[src/rtl/alu_op_driver.sv]
// Request/response driver for an external combinational add/sub ALU.
// Operands and the select are registered toward the ALU. After SETTLE cycles the
// ALU result is captured and compared with an internally computed expectation.
// The captured result is then held until the consumer accepts it.
module alu_op_driver #(
   parameter int unsigned WIDTH  = 4,
   parameter int unsigned SETTLE = 1   // legal range 1..15
) (
   input  logic             clk,
   input  logic             rst_n,
   input  logic             req_valid,
   output logic             req_ready,
   input  logic [WIDTH-1:0] req_a,
   input  logic [WIDTH-1:0] req_b,
   input  logic             req_op,
   output logic [WIDTH-1:0] alu_a,
   output logic [WIDTH-1:0] alu_b,
   output logic             alu_c,
   input  logic [WIDTH-1:0] alu_out,
   output logic             rsp_valid,
   input  logic             rsp_ready,
   output logic [WIDTH-1:0] rsp_data,
   output logic             rsp_err,
   output logic [7:0]       op_count
);

   typedef enum logic [1:0] {StIdle, StSettle, StResp} state_e;

   localparam logic [3:0] SettleLoad = 4'(SETTLE);

   state_e           state_q;
   logic [3:0]       settle_cnt_q;
   logic [WIDTH-1:0] expected_q;
   logic [WIDTH-1:0] expected_d;

   // Reference result for the incoming request; carry/borrow fall off the top.
   always_comb begin
      expected_d = req_op ? (req_a - req_b) : (req_a + req_b);
   end

   // Handshake flags are decoded from state only, so there is no input-to-output path.
   assign req_ready = (state_q == StIdle);
   assign rsp_valid = (state_q == StResp);

   // Main FSM with all registered outputs.
   always_ff @(posedge clk or negedge rst_n) begin
      if (!rst_n) begin
         state_q      <= StIdle;
         settle_cnt_q <= 4'd0;
         expected_q   <= '0;
         alu_a        <= '0;
         alu_b        <= '0;
         alu_c        <= 1'b0;
         rsp_data     <= '0;
         rsp_err      <= 1'b0;
         op_count     <= 8'd0;
      end else begin
         case (state_q)
            StIdle: begin
               if (req_valid) begin
                  alu_a        <= req_a;
                  alu_b        <= req_b;
                  alu_c        <= req_op;
                  expected_q   <= expected_d;
                  settle_cnt_q <= SettleLoad;
                  state_q      <= StSettle;
               end
            end
            StSettle: begin
               // A count of one means this edge ends the last settle cycle.
               if (settle_cnt_q <= 4'd1) begin
                  rsp_data     <= alu_out;
                  rsp_err      <= (alu_out != expected_q);
                  settle_cnt_q <= 4'd0;
                  state_q      <= StResp;
               end else begin
                  settle_cnt_q <= settle_cnt_q - 4'd1;
               end
            end
            StResp: begin
               if (rsp_ready) begin
                  op_count <= op_count + 8'd1;
                  state_q  <= StIdle;
               end
            end
            default: state_q <= StIdle;
         endcase
      end
   end

endmodule

[config.mk]
export PLATFORM = sky130hd
export DESIGN_NAME = alu_op_driver
export DESIGN_NICKNAME = d
export VERILOG_FILES = /design/src/rtl/alu_op_driver.sv
export SDC_FILE = /design/constraint.sdc
export NUM_CORES = 1
export LEC_CHECK = 0
export ABC_AREA = 1
export BUFFER_PORTS_ARGS = -buffer_cell sky130_fd_sc_hd__clkbuf_2
export CORE_MARGIN = 2
export CORE_UTILIZATION = 35
export DETAILED_ROUTE_END_ITERATION = 8
export SETUP_SLACK_MARGIN = 0.02
export SYNTH_ARGS = -nofsm -noshare
export SYNTH_HDL_FRONTEND = slang
export SYNTH_SLANG_ARGS = --single-unit
export TNS_END_PERCENT = 50
[constraint.sdc]
create_clock -name clk -period 3.2 [get_ports clk]
set_clock_uncertainty 0.05 [all_clocks]
set_input_delay 0.48 -clock clk [delete_from_list [all_inputs] [get_ports clk]]
set_output_delay 0.48 -clock clk [all_outputs]
set_load 0.01 [all_outputs]
======== Yosys cells after proc, flatten, opt, wreduce, memory -nomap -nowiden ========
Cells that the tools add are included.
storage, ports and cells
  logic and storage cells ................. 35
  register bits ........................... 32
cells by class
  order comparisons ....................... 1
  $add $sub $neg .......................... 4
  reduce and logical (&&, ||, !) cells .... 7
  muxes and demuxes ....................... 8
  equality and inequality tests ........... 6
operator list
  cell                                                                   number
  4-bit two-way mux                                                      3
  8-bit by 1-bit adder with 8-bit output, second input constant          1
  4-bit one-hot mux with 2 select lines                                  1
  2-bit AND reduction                                                    4
  2-bit two-way mux                                                      3
  2-bit one-hot mux with 3 select lines                                  1
  4-bit adder                                                            1
  4-bit by 1-bit <= comparator with 1-bit output, second input constant  1
  2-bit != test, second input constant                                   2
  4-bit != test                                                          1
  4-bit by 1-bit subtractor with 4-bit output, second input constant     1
  4-bit subtractor                                                       1
  3-bit AND reduction                                                    1
  2-bit by 1-bit == test with 1-bit output, second input constant        1
  2-bit == test, second input constant                                   1
  2-bit logical NOT                                                      1
  2-bit by 1-bit != test with 1-bit output, second input constant        1
  2-bit nonzero test                                                     1

======== Longest topological paths before layout ========
Gate-level depths: netlist of the first run.
  depth after elaboration ................. 3
  mapped depth ............................ 12
  depth with buffers taken out ............ 12

======== Worst setup path before layout of the first run ========
No wires, ideal clock.
  kind .................................... in2reg
  start ................................... input port req_b[1]
  end ..................................... register expected_q[3]
  data arrival time ....................... 1.828 ns
  library setup time ...................... 0.117 ns
  setup slack ............................. 1.204 ns
  required time ........................... 3.033 ns
  stages on the path ...................... 11
  path through ............................ inv_1 ha_1 inv_1 o21ai_0 inv_1 ha_1 nand2_1 o21ai_0 nand3_1 nand3_1 nand2_1
between the ends
  cells in the longest elaborated chain, start to end .. 2
  elaborated cells between the ends (all ways) .. 3
  those cells by class .................... 2 x add/sub; 1 x mux
RTL lines
  item                                             RTL line  RTL
  start: declaration                               14        input logic [WIDTH-1:0] req_b,
  4-bit adder or 4-bit subtractor (tied branches)  38        expected_d = req_op ? (req_a - req_b) : (req_a + req_b);
  4-bit two-way mux (*)                            38
  end signal: assignment                           64        expected_q <= expected_d;
  end: declaration                                 33        logic [WIDTH-1:0] expected_q;
Every way passes the cells marked *; elsewhere a longest branch is shown, timed or not.
A chain may end at the register's enable or synchronous reset.

======== Final worst setup path of the first run ========
  start ................................... input port req_b[0]
  end ..................................... register expected_q[3]
Same word-level chain as after synthesis.

==> out/metrics.cfg, run 1 <==
[sta]
fin_setup_tns_ns = 0
period_needed_ns = 1.99
holdWs_ns = 0.225
worstMarginPinSlew_ns = 0.805
grt_setup_unrepaired = false
maxSlewViolCount = 0
final-hold-violation-count = 0
fmax_mhz = 503
setup_viol = 0
slew_headroom_pct = 46.4
period_share_pct = 62.1

[cts]
clockRootBuffer = clkbuf_8
clock_latency_ns = 0.28
ctsResizeCount = 0
cts_setup_buffers = 0
cts_tree = yes
ctsHoldBuffers = 0
cts_max_path_buffers = 2
path_clk_slew_ns = 0.07
cts_sinks = 32
cts_buffers = 5
h-tree-depth = 2

[routing]
avgViaCountPerCell = 4.58
routed_wl_mm = 3.01
wire_per_inst_um = 11.0
antenna_left = 0
vias = 1249
first_pass_iters = 4
drt_iter0_markers = 26
drc = 0

[power]
total_power_mw = 1.67
power.density_nw_per_um2 = 860
leakagePower_nw = 1.05
irDropWorstVdd_uv = 296

[worst_setup_path]
cp.required_ns = 3.33
slowest_stage = o21ai_0
cp.arrival_ns = 2.11
cp_common_cell = inv_1
reg2reg_depth = 5
end_kind = flop
max_stage_delay_ns = 0.30
critPathBufInv = 4
cp_top_family = adder cells
crit_fanout = 3
cp_cell_sequence = clkbuf_2, inv_1, ha_1, inv_1, o21ai_0, inv_1, ha_1, nand2_1, o21ai_0, nand3_1, nand3_1, nand2_1
path_class = in2reg
rrSetupSlack_ns = 1.67
worstSetupPathDepth = 12
start_kind = primary input

[synthesis]
synth_top_flop_cell = dfrtp_1
async_flop_share_pct = 100
syn_inst = 175
ys_types = 23
syn_nets = 200
avgSynthCellArea_um2 = 9.11
synth_edf_count = 0
ys_seq_area_share_pct = 50.2
synth_seq_cells = 32
yosysWarnings = 0
synth_area_um2 = 1590

[floorplanning]
io_pins = 41
fp.dieW_um = 71.5
initial_core_util_pct = 36.4
die_y_um = 71.5
dieArea_um2 = 5110
core_area_um2 = 4380
row_count = 24

[placement]
finalWeightedCongestion = 0.784
place_area_um2 = 1840
io_buffers = 40
dpl.hpwl_mm = 2.34

[layout]
fillCellCount = 447
syn2layout_area_growth_pct = 21.5
drive_gt1_share_pct = 26.7
nets = 245
final_util_pct = 44.2
diodes = 0
fin_area_um2 = 1940
final_cell_mix = 47 x nand2_1, 40 x clkbuf_2, 32 x dfrtp_1
final_common_cell = nand2_1

[grt]
first_global_vias = 1193
grt_max_degree = 33
grt_pass1_wl_mm = 5.29
grt_overflow = 0
grt_usage_pct = 13.1
antenna_found_initial = 0

[run_status]
status = finished, final reports clean

[run]
cap_violations = 0

[hold_path]
hold_path.class = in2async

[sequential cells by signal (all words and copies together), names as in the netlist]
register / flops
op_count: 8
rsp_data: 4
alu_c: 1
expected_q: 4
state_q: 2
rsp_err: 1
alu_a: 4
alu_b: 4
settle_cnt_q: 4
[final timing paths]
path | to | startpoint
setup / recovery | expected_q[3] | req_b[0]
hold / removal | alu_b[2] | rst_n
setup reg to reg | settle_cnt_q[0] | state_q[1]
hold reg to reg | rsp_data[2] | rsp_data[2]
max in group asynchronous | settle_cnt_q[0] | rst_n
min in group clk | alu_a[2] | req_a[2]
[report_power, final]
group / switching [mW] / total (mW) / internal [mW]
clock: 0.148 / 0.319 / 0.171
combinational: 0.385 / 0.651 / 0.267
sequential: 0.124 / 0.695 / 0.571
[synthesized netlist by cell type (2+ instances only)]
library cell | count | share of area [%]
nand2_1 | 47 | 11
dfrtp_1 | 32 | 50
inv_1 | 20 | 4.7
o21ai_1 | 15 | 4.7
nand3_1 | 11 | 3.5
ha_1 | 7 | 5.5
nor2_1 | 7 | 1.6
xnor2_1 | 7 | 3.8
xor2_1 | 6 | 3.3
inv_2 | 3 | 0.71
o21ai_0 | 3 | 0.94
a21oi_1 | 2 | 0.63
buf_4 | 2 | 0.94
nand2_2 | 2 | 0.78
nor2_2 | 2 | 0.78
nor2_4 | 2 | 1.4
[worst register-to-register path: cells and delay by family, from the launching register on]
kind | cells | cell delay, ns
AND/OR/NAND/NOR | 3 | 0.67
flip-flops | 1 | 0.48
AO/OA/AOI/OAI | 2 | 0.20
[area by class of cell]
cell class              instances  area (um2)  share of cell area [%]
inverters                      23        86.3                    4.46
well taps                      52        65.1                    3.36
multi-input cells             118         692                    35.7
clock buffers                   6        82.6                    4.26
repair buffers                 40         200                    10.3
flip-flops and latches         32         801                    41.3
clock inverters                 2        10.0                   0.517
[routing by layer]
metal	track usage, %	up-vias	share of wire [%]
li1	-	642	-
met1	17.5	567	47
met2	20.3	36	45
met3	4.36	4	6.1
met4	4.40	0	0.96
met5	0	-	0
[through the flow]
step	instances	setup WS, ns
floorplan	175	1.20
global placement	265	1.02
detailed placement	265	0.882
CTS	273	1.19
global route	273	1.07
finish	273	1.21
[cells by family after synthesis]
group,synth area share [%]
buffers and inverters,6.36
and+or+nand+nor,21.7
DFF,50.2
adders and majority gates,6.75
muxes,0.706
AOI/OAI and AO/OA,7.14
xor gates and xnor gates,7.14
No activity file was read; power rests on OpenSTA's default activity.
==> inputs of run 2 (changes only) <==
==> constraint.sdc (replaced) <==
create_clock -name clk -period 1.95 [get_ports clk]
set_clock_uncertainty 0.05 [all_clocks]
set_input_delay 0.2925 -clock clk [delete_from_list [all_inputs] [get_ports clk]]
set_output_delay 0.2925 -clock clk [all_outputs]
set_load 0.01 [all_outputs]
==> out/metrics.cfg, run 2 (synthesis gave the netlist of run 1 again) <==
[run_status]
status = finished, final reports clean

[grt]
grt_pass1_wl_mm = 5.35  ; +1.2%
grt_max_degree = 33  ; unchanged
grt_overflow = 0  ; unchanged
antenna_found_initial = 0  ; unchanged
first_global_vias = 1228  ; +2.9%
grt_usage_pct = 13.3  ; +0.18 points

[layout]
top_register = op_count
fillCellCount = 445  ; -0.45%
nets = 249  ; +1.6%
multi_input_area_um2 = 692  ; unchanged
largest_reg_flops = 8  ; unchanged
diodes = 0  ; unchanged
regArea_um2 = 801  ; unchanged
syn2layout_area_growth_pct = 23.6
final_cell_mix = 47 x nand2_1, 40 x clkbuf_2, 32 x dfrtp_1
fin_area_um2 = 1970  ; +1.7%
drive_gt1_share_pct = 27.1  ; +0.41 points
final_common_cell = nand2_1

[placement]
place_area_um2 = 1870  ; +1.2%
pre_cts_slack_ns = -0.0129  ; -0.895 ns
finalWeightedCongestion = 0.783  ; -0.11%
dpl.hpwl_mm = 2.27  ; -3.0%
io_buffers = 40  ; unchanged

[worst_setup_path]
end_kind = flop
cp.required_ns = 2.07  ; -1.26 ns
cp.arrival_ns = 1.75  ; -0.36 ns
path_class = in2reg
crit_fanout = 3  ; unchanged
start_kind = primary input

[floorplanning]
fp.dieW_um = 71.5  ; unchanged
dieArea_um2 = 5110  ; unchanged
die_y_um = 71.5  ; unchanged
row_count = 24  ; unchanged
initial_core_util_pct = 36.4  ; unchanged
io_pins = 41  ; unchanged
core_area_um2 = 4380  ; unchanged

[cts]
cts_sinks = 32  ; unchanged
clockRootBuffer = clkbuf_8
path_clk_slew_ns = 0.07  ; about the same
clock_latency_ns = 0.28  ; about the same
cts_setup_buffers = 0  ; unchanged
h-tree-depth = 2  ; unchanged
cts_max_path_buffers = 2  ; unchanged
cts_tree = yes
cts_buffers = 5  ; unchanged

[sta]
maxSlewViolCount = 0  ; unchanged
setup_ws_ns = 0.323  ; -0.889 ns
setup_viol = 0  ; unchanged
grt_setup_unrepaired = false
fmax_mhz = 615
final-hold-violation-count = 0  ; unchanged
worstMarginPinSlew_ns = 0.423  ; -0.382 ns
slew_headroom_pct = 71.8  ; +25 points
period_share_pct = 83.4
period_needed_ns = 1.63
fin_setup_tns_ns = 0  ; unchanged

[routing]
drt_iter0_markers = 43  ; +65%
vias = 1265  ; +1.3%
routed.top_layer = met4
wire_per_inst_um = 10.6  ; -3.8%
first_pass_iters = 4  ; unchanged
drc = 0  ; unchanged
wl_met3_um = 189  ; +2.2%
avgViaCountPerCell = 4.57  ; -0.18%
wl_met1_mm = 1.40  ; -2.0%
antenna_left = 0  ; unchanged
routed-wl-met2_mm = 1.31  ; -4.0%
routed_wl_mm = 2.94  ; -2.4%

[power]
leakagePower_nw = 1.07  ; +1.1%
irDropWorstVdd_uv = 514  ; +73%
power.density_nw_per_um2 = 1390  ; +62%

[run]
cap_violations = 0  ; unchanged

[hold_path]
hold_path.class = in2reg

[run 2: cell count changes in the layout (fill, tap and decap cells not counted), sizes merged]
| cell | previous run | this run |
|---|---|---|
| buf | 0 | 3 |
| clkbuf | 46 | 47 |
| clkinv | 2 | 0 |
| clkinvlp | 0 | 1 |
| dlygate4sd3 | 0 | 1 |
[run 2: worst paths after layout]
path | startpoint | endpoint | slack, ns | depth (start not counted)
worst max-delay path | req_b[0] | expected_q[3] | 0.32 | 12
worst min-delay path | req_a[2] | alu_a[2] | 0.18 | 3
worst max register to register | settle_cnt_q[0] | settle_cnt_q[0] | 0.44 | 7
worst min register to register | rsp_data[3] | rsp_data[3] | 0.43 | 2
max in group asynchronous | rst_n | rsp_data[3] | 1.02 | 3
min in group asynchronous | rst_n | alu_a[3] | 0.51 | 3
[run 2: layout make-up]
cell class	instances	area share, %
tap	52	3.30
clock buffer	7	4.38
multi-input combinational	118	35.1
timing repair buffer	44	11.8
inverter	23	4.38
clock inverter	1	0.381
sequential	32	40.6
[run 2: repair_timing]
action / 4_1_cts / 5_1_grt
endpoints found under the hold margin: 27 / 0
hold buffers: 1 / 0
gates resized for setup: 0 / 0
[run 2: metrics by stage]
step                cells  util (%)  hold slack [ns]  total power [mW]
floorplan             175         -          -0.0531              1.88
global placement      268      42.6            0.299              2.23
detailed placement    268      42.6            0.298              2.25
CTS                   277      44.9            0.175              2.80
global route          277      44.9            0.199              2.99
finish                277      44.9            0.183              2.74
[run 2: power breakdown]
part | internal (mW) | switching [mW]
logic | 0.451 | 0.628
registers | 0.936 | 0.198
clock network | 0.287 | 0.241
total | 1.67 | 1.07
[run 2: per-layer routing]
| layer | global-route usage (%) | up-vias |
|---|---|---|
| met2 | 20.7 | 32 |
| met4 | 3.98 | 0 |
| met1 | 17.4 | 576 |
| met5 | 0 | - |
| met3 | 5.06 | 5 |
| li1 | - | 652 |
[run 2: critical path, cell delays in order]
cell	delay (ns)
clkbuf_2	0.10
inv_1	0.06
ha_1	0.27
inv_1	0.03
o21ai_0	0.19
inv_1	0.07
ha_1	0.27
nand2_1	0.04
o21ai_0	0.20
nand3_1	0.10
nand3_1	0.09
nand2_1	0.05
